==> src/rtl/serial_adder.sv <==
// Bit-serial WIDTH-bit adder: one full-adder step per clock, LSB first, valid/ready on both sides.
// Optional signed-overflow output `ovf` is enabled by defining SERIAL_ADD_OVF_EN.
module serial_adder #(
  parameter int unsigned WIDTH = 8
) (
  input  logic             clk,
  input  logic             rst,
  input  logic             in_valid,
  output logic             in_ready,
  input  logic [WIDTH-1:0] a,
  input  logic [WIDTH-1:0] b,
  input  logic             cin,
  output logic             out_valid,
  input  logic             out_ready,
  output logic [WIDTH-1:0] sum,
  output logic             cout,
  output logic             busy
`ifdef SERIAL_ADD_OVF_EN
  ,
  output logic             ovf
`endif
);

  localparam int unsigned CW = $clog2(WIDTH) + 1;

  typedef enum logic [1:0] {
    IDLE = 2'd0,
    RUN  = 2'd1,
    DONE = 2'd2
  } state_t;

  state_t           state;
  state_t           next_state;
  logic [WIDTH-1:0] a_sh;
  logic [WIDTH-1:0] b_sh;
  logic [WIDTH-1:0] sum_sh;
  logic [WIDTH-1:0] sum_sh_nxt;
  logic             carry;
  logic [CW-1:0]    count;
  logic             accept;
  logic             last_step;
  logic             bit_s;
  logic             bit_c;

  assign accept    = in_valid && in_ready;
  assign last_step = (state == RUN) && (count == CW'(WIDTH - 1));

  // 1-bit full adder on the current LSBs; new sum bit enters at the MSB end
  always_comb begin
    bit_s      = a_sh[0] ^ b_sh[0] ^ carry;
    bit_c      = (a_sh[0] & b_sh[0]) | (a_sh[0] & carry) | (b_sh[0] & carry);
    sum_sh_nxt = (sum_sh >> 1) | (WIDTH'(bit_s) << (WIDTH - 1));
  end

  // State register
  always_ff @(posedge clk or posedge rst) begin
    if (rst) state <= IDLE;
    else     state <= next_state;
  end

  // Next-state logic
  always_comb begin
    next_state = state;
    unique case (state)
      IDLE:    if (accept)    next_state = RUN;
      RUN:     if (last_step) next_state = DONE;
      DONE:    if (out_ready) next_state = IDLE;
      default:                next_state = IDLE;
    endcase
  end

  // Handshake/status outputs decoded from the state register only
  always_comb begin
    in_ready  = 1'b0;
    out_valid = 1'b0;
    busy      = 1'b0;
    unique case (state)
      IDLE:    in_ready  = 1'b1;
      RUN:     busy      = 1'b1;
      DONE: begin
        out_valid = 1'b1;
        busy      = 1'b1;
      end
      default: in_ready  = 1'b0;
    endcase
  end

  // Datapath: operand load, bit-serial shifting, result capture on the final step
  always_ff @(posedge clk or posedge rst) begin
    if (rst) begin
      a_sh   <= '0;
      b_sh   <= '0;
      sum_sh <= '0;
      carry  <= 1'b0;
      count  <= '0;
      sum    <= '0;
      cout   <= 1'b0;
    end else begin
      if (state == IDLE && accept) begin
        a_sh  <= a;
        b_sh  <= b;
        carry <= cin;
        count <= '0;
      end else if (state == RUN) begin
        a_sh   <= a_sh >> 1;
        b_sh   <= b_sh >> 1;
        sum_sh <= sum_sh_nxt;
        carry  <= bit_c;
        count  <= count + CW'(1);
        if (last_step) begin
          sum  <= sum_sh_nxt;
          cout <= bit_c;
        end
      end
    end
  end

`ifdef SERIAL_ADD_OVF_EN
  // Signed overflow: carry into the MSB differs from carry out of it
  always_ff @(posedge clk or posedge rst) begin
    if (rst)            ovf <= 1'b0;
    else if (last_step) ovf <= carry ^ bit_c;
  end
`endif

endmodule

==> config.mk <==
export PLATFORM = sky130hd
export DESIGN_NAME = serial_adder
export DESIGN_NICKNAME = d
export VERILOG_FILES = /design/src/rtl/serial_adder.sv
export SDC_FILE = /design/constraint.sdc
export NUM_CORES = 1
export LEC_CHECK = 0
export BUFFER_PORTS_ARGS = -buffer_cell sky130_fd_sc_hd__buf_2
export CAP_MARGIN = 25
export CORE_MARGIN = 2
export CORE_UTILIZATION = 58
export DETAILED_ROUTE_END_ITERATION = 10
export PLACE_DENSITY = 0.83
export REMOVE_ABC_BUFFERS = 1
export SLEW_MARGIN = 20
export SYNTH_ARGS = -nofsm -noshare
export SYNTH_HDL_FRONTEND = slang
export SYNTH_SLANG_ARGS = --single-unit
==> constraint.sdc <==
create_clock -name clk -period 3.6 [get_ports clk]
set_input_delay 0.72 -clock clk [delete_from_list [all_inputs] [get_ports clk]]
set_output_delay 0.72 -clock clk [all_outputs]
set_load 0.05 [all_outputs]
Word-level counts from Yosys, hierarchy flattened
Index checks and enable logic that the tools add are counted.

Flip-flop bits (word level): 40. Input port bits: 21. Output and inout port bits: 12. Logic and storage cells: 48.

$add $sub $neg: 1. Eq/ne operators: 6. Mux-type cells: 15. Bitwise logic cells: 9. Reductions and logical operators: 9.

Operators by type and width (number): 8-bit two-way mux (4); 4-bit two-way mux (2); 7-bit by 8-bit bitwise OR with 8-bit output (1); 2-bit two-way mux (3); 2-bit != test, second input constant (3); 2-bit one-hot mux with 3 select lines (1); 3-bit AND reduction (2); 1-bit two-way mux (5); 4-bit by 1-bit adder with 4-bit output, second input constant (1); 4-bit by 3-bit == test with 1-bit output, second input constant (1); 1-bit AND (3); 1-bit logical AND (3); 2-bit by 1-bit == test with 1-bit output, second input constant (1); 2-bit == test, second input constant (1); 2-bit logical NOT (1); 1-bit bitwise OR (2); 2-bit AND reduction (1); 2-bit nonzero test (1); 2-bit OR reduction (1); 1-bit bitwise XOR (2); 1-bit inverter (1).

Depth between registers and ports, before layout
Gate-level depths: netlist (run 1).

Depth after elaboration: 6. Gate-level depth with buffers: 7.

Worst setup path after synthesis (run 1)
Ideal clock, no wire load.

Kind: reg2reg. Start point: reg state[0]. End point: reg cout. Library setup time: 125 ps. Data arrival time: 1877 ps. Data required time: 3475 ps. Setup slack: 1598 ps. Cell stages (with the launch flop): 7. Path buffers: 1. Clock period less this slack: 2002 ps. Path through: dfrtp_1 inv_1 ha_1 and2_1 or3b_1 buf_6 mux2_4.

Word-level cells in the longest chain between the ends: 6. Elaborated cells between the ends (all ways): 8.

RTL lines: start, declared (RTL line 32) `state_t state;`; start signal, assigned (RTL line 58) `else state <= next_state;`; 2-bit logical NOT (RTL line 77) `unique case (state)`; 1-bit two-way mux (RTL line 77); via in_ready (RTL line 9) `output logic in_ready,`; 1-bit logical AND (RTL line 45) `assign accept = in_valid && in_ready;`; 1-bit logical AND (RTL line 99) `if (state == IDLE && accept) begin`; 1-bit inverter (no source line); 3-bit AND reduction (no source line); end signal, assigned (RTL line 112) `cout <= bit_c;`; end, declared (RTL line 16) `output logic cout,`.

The timed path passes the listed nets, and every way through them passes these cells. A chain may end at the register's enable or synchronous reset.

Worst setup path after layout (run 1)
Start point: reg state[0]. End point: reg sum[1].

Word-level cells in the longest chain between the ends: 6. Elaborated cells between the ends (all ways): 8.

RTL lines: 2-bit logical NOT (RTL line 77, 99); 1-bit two-way mux (RTL line 77); 1-bit logical AND (RTL line 45); 1-bit logical AND (RTL line 99); 1-bit inverter (no source line); 3-bit AND reduction (no source line) (*); end signal, assigned (RTL line 111) `sum <= sum_sh_nxt;`; end, declared (RTL line 15) `output logic [WIDTH-1:0] sum,`.

Mark *: on every way between the ends. The rest lies on a longest branch, timed or not.

==> out/metrics.cfg, run 1 <==
[sta]
finalCritPeriodShare_pct=61.42
setup_viol=0
slew_headroom_pct=62.07
fin_setup_tns_ns=0
fmax_ghz=0.4523
clock_skew_ns=0.004401
rsz0062_at_grt=no
fin_ws_ns=1.389
finalWorstPathRequiredPeriod_ns=2.211
drv_slew=0
finalHoldViolations=0
whs_ns=0.4249
worst_pin_slew_ns=0.5681

[clocking]
cts_resized=0
cts_hold_buf=0
clock-root-buffer=clkbuf_4
cts_tree=yes
cts_buffers=5
htreeDepth=2
clock_path_buffers=2
clk_pin_slew_worst_paths_ns=0.10
cts.sinks=39
clk_latency_ns=0.34
post_cts_buffers=0

[power_and_ir_drop]
p_sw_uw=657.3
swShare_pct=38.42
power_leakage_nw=1.037
seqPwrFrac_pct=42.4
p_per_area_mw_per_mm2=847.7
power.clock.fraction_pct=14.3
ir_drop_mv=0.4274
p_int_mw=1.054
combPwrFrac_pct=43.3

[synthesis]
yosysTopAreaCellShare_pct=55.24
synthSimpleGateAreaFrac_pct=8.003
synth_xor_area_share_pct=1.487
synth_top_family_by_area=multiplexers
muxShareOfSynthArea_pct=21.81
synth.area.top_cells=dfrtp_1, mux2i_1, mux2_4
syn-cell-area_mm2=0.001767
synthDistinctLibCells=24
synth_compound_area_share_pct=5.807
yosysTopAreaCell=dfrtp_1
synth_warnings=0
synth_adder_area_share_pct=4.674
ys_ff_latch=39
seq_area_frac_synth_pct=55.24
synthCells=142
syn_area_per_cell_um2=12.44

[placed_design]
place_ws_ns=1.261
hpwl_um=2101
place_congestion=0.6849
port_buffers=32
postPlaceCellArea_mm2=0.001949
dp_cells=202

[floorplan]
die_x_um=59.19
io_pins=33
die_y_um=59.19
start_util_pct=59.33
floorplan.die_area_mm2=0.003503
core-area_mm2=0.002978
rows=20

[run]
maxCapViolCount=0

[global_route]
overflow=0
antenna_found_initial=0
gr-usage-met3_pct=6.332
use_met2_pct=32.97
grt_busiest_layer=met2
use_met1_pct=23.66
grt_max_degree=40
track_usage_pct=19.91
grt_pass1_vias=1174
grt_pass1_wl_um=5154

[layout]
diodes=0
layout-drive-gt1-share_pct=33.90
area_growth_pct=14.24
fin_nets=203
stdcell_count=210
design_area_mm2=0.002018
final_common_cell=dfrtp_1
final_cell_mix=dfrtp_1, buf_2, nand2_1

[worst_setup_path]
arrival_ns=2.44
cp_max_fo=39
critPathLaunchType=register
required_ns=3.83
crit_type=reg2reg
end_kind=register

[detailed_routing]
wire_per_inst_um=13.57
wl_um=2849
viasPerCell=5.462
drt-pass1-iter-count=4
ant_nets=0
drc_errors=0
dr_total_vias=1147
drtIter0Drc=21

[hold_path]
hold_class=in2async

[status]
status=completed

## flip-flops by register name, summed over array words and instances (netlist names)
register and cells:
carry 1, cout 1, b_sh 8, a_sh 8
sum_sh 7, state 2, count 4, sum 8
## Yosys cell counts
cell type,instances
mux2_2,8
buf_6,1
nor2_1,4
buf_2,3
or3b_1,1
mux2_4,9
nand4_1,1
nor2b_1,2
o32a_1,1
nor3_1,1
a211oi_1,1
and2_1,1
nand3b_1,1
xor2_1,2
inv_1,3
dfrtp_1,39
nand2b_1,2
clkbuf_1,4
o21ai_0,17
fa_1,1
mux2i_1,16
ha_1,5
xnor2_1,1
nand2_1,18
## per-layer routing
metal / up-vias / share of wire (%)
met3: 9 / 5.5
li1: 551 / -
met2: 39 / 50
met5: - / 0
met1: 548 / 42
met4: 0 / 2.4
## critical path: stages, from the launching register on
cell     delay, ns
dfrtp_1       0.38
inv_1         0.09
ha_1          0.23
and2_1        0.16
buf_4         0.23
or3b_1        0.64
mux2_4        0.38
## final cells by class
type,count,area (um^2)
tap,33,41.29
fill,227,959.7
sequential,39,975.9
multi-input combinational,92,738.2
clock buffer,8,68.82
inverter,3,11.26
timing repair buffer,35,182.7
## power groups by stage
stage               Sequential (mW)  Combinational (mW)  Clock (mW)
floorplan                     0.797               0.520           0
global placement              0.726               0.706           0
detailed placement            0.739               0.751           0
CTS                           0.729               0.750       0.257
global route                  0.752               0.824       0.273
finish                        0.726               0.740       0.245
## cell families (layout without fill, tap and decap cells)
family / Yosys count / after routing
mux: 33 / 33
buf+inv: 11 / 46
fa+ha+maj: 6 / 6
simple gates: 31 / 31
compound gates: 19 / 19
flops: 39 / 39
xor+xnor: 3 / 3
## worst paths after layout
check,startpoint,endpoint,slack (ns),cells after the start
max in group asynchronous,rst,sum_sh[7],2.60,3
worst min-delay path,rst,sum[3],0.42,2
worst max-delay path,state[0],sum[1],1.39,6
min in group clk,sum[0],sum[0],0.51,1
worst max register to register,state[0],sum[1],1.39,6
worst min register to register,sum[0],sum[0],0.51,1
## through the flow
stage / util [%] / total power, mW
floorplan: - / 1.317
global placement: 65.46 / 1.432
finish: 67.77 / 1.711
CTS: 67.77 / 1.736
detailed placement: 65.46 / 1.490
global route: 67.77 / 1.848
(Power assumes the default switching activity.)
==> run 2, diff against run 1 <==
Settings changed: CORE_UTILIZATION 58 to 49, PLACE_DENSITY 0.83 to 0.75.
Clock period 3.6 ns to 1.9 ns, I/O delays scaled along.
==> run 2 against run 1 <==
Critical path depth fell by 1. Sequential power rose by 90%. First-iteration DRC count rose by 90%. Routed wire length fell by 3.3%. Clock skew barely moved. Non-clock buffer count did not move. Utilization fell by 7.7 points. Combinational power rose by 86%. Flip-flop and latch count did not move. Final cell count rose by 6.2%. Largest cell class unchanged.
==> out/metrics.cfg, run 2 (synthesis results as in run 1) <==
[global_route]
grt_pass1_wl_um=4864
track_usage_pct=15.47
antenna_found_initial=0
grt_max_degree=40
grt_pass1_vias=1124
overflow=0

[worst_setup_path]
reg2reg_from=state[0]
ff2ff_setup_slack_ns=0.11
path_cells=inv_1, ha_1, and2_1, or3b_4, mux2_4
required_ns=2.13
timing.rr.end=sum[5]
slowest_stage=or3b_4
crit_type=reg2reg
critPathBufInv=1
crit_path_max_incr_delay_ns=0.49
crit_start=state[0]
r2r_cells=5
critPathLaunchType=register
cp_top_family=simple AND/OR/NAND/NOR gates
cp_max_fo=9
end_kind=register
arrival_ns=2.02

[placed_design]
place_ws_ns=-0.05973
hpwl_um=1949
place_congestion=0.7124
dp_cells=215
port_buffers=32

[detailed_routing]
dr_total_vias=1110
ant_nets=0
drt-pass1-iter-count=2
drtIter0Drc=40
drc_errors=0
wire_per_inst_um=12.35
viasPerCell=4.978
wl_um=2755

[layout]
reg_top3=a_sh x8, b_sh x8, sum x8
layout-drive-gt1-share_pct=33.90
final_cell_mix=dfrtp_1, buf_2, nand2_1
final_common_cell=dfrtp_1
fin_nets=203
stdcell_count=223
diodes=0
area_growth_pct=15.30

[clocking]
cts_tree=yes
htreeDepth=2
clock-root-buffer=clkbuf_4
clk_pin_slew_worst_paths_ns=0.11
clk_latency_ns=0.34
cts_hold_buf=0
cts.sinks=39
cts_buffers=5
clock_path_buffers=2

[sta]
finalCritPeriodShare_pct=94.27
clock_skew_ns=0.004070
drv_slew=0
worst_pin_slew_ns=0.4735
finalWorstPathRequiredPeriod_ns=1.791
fin_ws_ns=0.1088
rsz0062_at_grt=no
setup_viol=0
slew_headroom_pct=68.44
fmax_ghz=0.5583
finalHoldViolations=0

[floorplan]
start_util_pct=52.12
core-area_mm2=0.003390
floorplan.die_area_mm2=0.004102
rows=21
die_x_um=64.05
die_y_um=64.05
io_pins=33

[hold_path]
hold_class=in2async

[power_and_ir_drop]
power_leakage_nw=1.039
ir_drop_mv=0.8613
p_per_area_mw_per_mm2=1586
total_power_mw=3.230

[status]
status=completed

[run]
maxCapViolCount=0

## run 2: cell counts in the layout (fill, tap and decap cells not counted)
No cell type changed its count.
## run 2: cell type report
class,instances,area (um^2)
Fill cell,295,1353
Sequential cell,39,975.9
Multi-Input combinational cell,92,740.7
Timing Repair Buffer,35,182.7
Clock buffer,8,68.82
Tap cell,46,57.56
Inverter,3,11.26
## run 2: what timing repair did
item | in CTS | in global routing
setup buffers | 0 | 0
gates resized for setup | 1 | 0
setup endpoints to repair | 9 | 0
## run 2: tightest hold or removal path, stage by stage
cell and delay [ns]:
buf_2 0.09, inv_1 0.04, buf_4 0.41
## run 2: worst max path at each step
stage              to  slack [ns]  cells after the start
2_1_floorplan    cout       -0.73                      5
3_3_place_gp     cout        0.03                      5
3_5_place_dp   sum[2]       -0.06                      5
4_1_cts        sum[2]         0.1                      5
5_1_grt          cout        0.02                      5
6_report       sum[5]        0.11                      5
## run 2: power breakdown
part	leakage, nW	total (mW)	internal, mW	switching, mW
combinational	0.504	1.38	0.608	0.774
clock	0.0386	0.468	0.218	0.250
sequential	0.497	1.38	1.17	0.208
## run 2: per-layer routing
metal	vias up	part of all wire [%]	track usage, %	wire, um
li1	554	-	-	-
met1	524	46	18.48	1268
met3	3	6.0	6.162	165
met4	0	0.91	4.076	25
met5	-	0	0	0
met2	29	47	25.91	1295
## run 2: metrics by stage
| step | hold WS, ns | area (um^2) | TNS [ns] | utilization, % |
|---|---|---|---|---|
| 6_report | 0.1393 | 2037 | 0 | 60.10 |
| 5_1_grt | 0.1517 | 2037 | 0 | 60.10 |
| 4_1_cts | 0.1311 | 2037 | 0 | 60.10 |
| 3_5_place_dp | 0.4908 | 1966 | -0.4872 | 57.99 |
| 3_3_place_gp | 0.4883 | 1966 | 0 | 57.99 |
| 2_1_floorplan | 0.4779 | 1725 | -8.772 | - |
==> run 3, diff against run 2 <==
Settings changed: PLACE_DENSITY 0.75 to 0.8, SLEW_MARGIN 20 to 15.
==> run 3 against run 2 <==
Count of clock-buffer cells in the layout decreased by 2. Register-to-register slack worse by 0.02 ns. Critical path depth up 1. First-iteration DRC count increased by 98%. Global-route usage grew 0.35 points. Sequential share of layout area down 1.1 points. Critical path type unchanged. Critical endpoint is now sum[1].
==> out/metrics.cfg, run 3 (synthesis results as in run 1) <==
[status]
status=completed

[sta]
setup_viol=0
drv_slew=0
slew_headroom_pct=63.48
rsz0062_at_grt=no
finalHoldViolations=0
fin_setup_tns_ns=0
finalWorstPathRequiredPeriod_ns=1.814
clock_skew_ns=0.01441
fmax_ghz=0.5512
fin_ws_ns=0.08594
finalCritPeriodShare_pct=95.48
worst_pin_slew_ns=0.5473

[global_route]
track_usage_pct=15.82
antenna_found_initial=0
grt_pass1_wl_um=4947
grt_max_degree=39
grt_pass1_vias=1148
overflow=0

[floorplan]
floorplan.die_area_mm2=0.004102
die_y_um=64.05
die_x_um=64.05
io_pins=33
start_util_pct=52.12
rows=21
core-area_mm2=0.003390

[clocking]
clock-root-buffer=clkbuf_4
clock_path_buffers=2
cts_hold_buf=0
cts_buffers=5
cts_tree=yes
clk_latency_ns=0.35
cts.sinks=39
clk_pin_slew_worst_paths_ns=0.12
htreeDepth=2

[layout]
layout-drive-gt1-share_pct=34.64
diodes=0
final_cell_mix=dfrtp_1, buf_2, nand2_1
area_growth_pct=17.92
n_fill_cell=300
fin_nets=205
final_common_cell=dfrtp_1
stdcell_count=225
reg_top3=a_sh x8, b_sh x8, sum x8

[placed_design]
dp_cells=216
place_congestion=0.6764
port_buffers=32
place_ws_ns=0.07019
hpwl_um=2083

[worst_setup_path]
r2r_cells=6
reg2reg_from=state[1]
critPathLaunchType=register
required_ns=2.14
crit_start=state[1]
cp_max_fo=9
crit_type=reg2reg
end_kind=register
arrival_ns=2.05

[power_and_ir_drop]
total_power_mw=3.365
swShare_pct=37.36
p_int_mw=2.108
power.clock.fraction_pct=17.0
ir_drop_mv=0.9536
power_leakage_nw=1.063
p_per_area_mw_per_mm2=1615
seqPwrFrac_pct=40.9
p_sw_mw=1.257
combPwrFrac_pct=42.1

[detailed_routing]
viasPerCell=5.036
wl_um=2904
drtIter0Drc=79
dr_total_vias=1133
drt-pass1-iter-count=4
ant_nets=0
wire_per_inst_um=12.91
drc_errors=0

[hold_path]
hold_class=in2async

[run]
maxCapViolCount=0

## run 3: cell count changes in the layout (fill, tap and decap cells not counted)
| cell | change |
|---|---|
| buf_6 | +1 |
| or3b_4 | -1 |
| or3b_1 | +1 |
| bufinv_16 | +1 |
| clkbuf_1 | -1 |
| clkbuf_8 | -1 |
| clkinv_2 | +1 |
| buf_12 | +1 |
## run 3: timing repair
action / CTS / global route
setup endpoints to repair: 0 / 6
buffers inserted: 0 / 1
resized for setup: 0 / 1
## run 3: layout make-up
type                            count  area [um^2]  share of cell area, %
Clock inverter                      2        35.03                  1.682
Timing Repair Buffer               37        214.0                  10.27
Sequential cell                    39        975.9                  46.85
Clock buffer                        6        51.30                  2.462
Inverter                            3        11.26                 0.5405
Tap cell                           46        57.56                  2.763
Multi-Input combinational cell     92        738.2                  35.44
## run 3: power by group through the flow
stage | Combinational [mW] | Sequential (mW) | Clock (mW)
finish | 1.42 | 1.38 | 0.571
global placement | 1.34 | 1.37 | 0
floorplan | 0.986 | 1.51 | 0
detailed placement | 1.42 | 1.40 | 0
CTS | 1.42 | 1.38 | 0.593
global route | 1.57 | 1.42 | 0.629
## run 3: stage by stage
stage | hold WS, ns | utilization, % | area (um^2)
2_1_floorplan | 0.4779 | - | 1725
3_3_place_gp | 0.4240 | 58.58 | 1986
3_5_place_dp | 0.4389 | 58.58 | 1986
4_1_cts | 0.04511 | 61.13 | 2072
5_1_grt | 0.07979 | 61.46 | 2083
6_report | 0.05601 | 61.46 | 2083
## run 3: worst paths after layout
path	endpoint	slack, ns
setup / recovery	sum[1]	0.09
hold / removal	count[2]	0.06
setup reg to reg	sum[1]	0.09
hold reg to reg	sum[6]	0.52
max in group asynchronous	b_sh[5]	1.31
min in group clk	a_sh[0]	0.23
## run 3: metal layers
metal  GRT usage [%]  up-vias  wire [um]
met1           17.56      539       1231
met3           5.986        4        164
met2           27.86       30       1486
li1                -      560          -
met5               0        -          0
met4           4.891        0         21
## run 3: worst max-delay path, cell delays in order, from the launching register on
cell and delay [ns]:
dfrtp_1 0.40, inv_1 0.09, ha_1 0.21, and2_1 0.17, or3b_1 0.38, buf_6 0.16
mux2_4 0.30
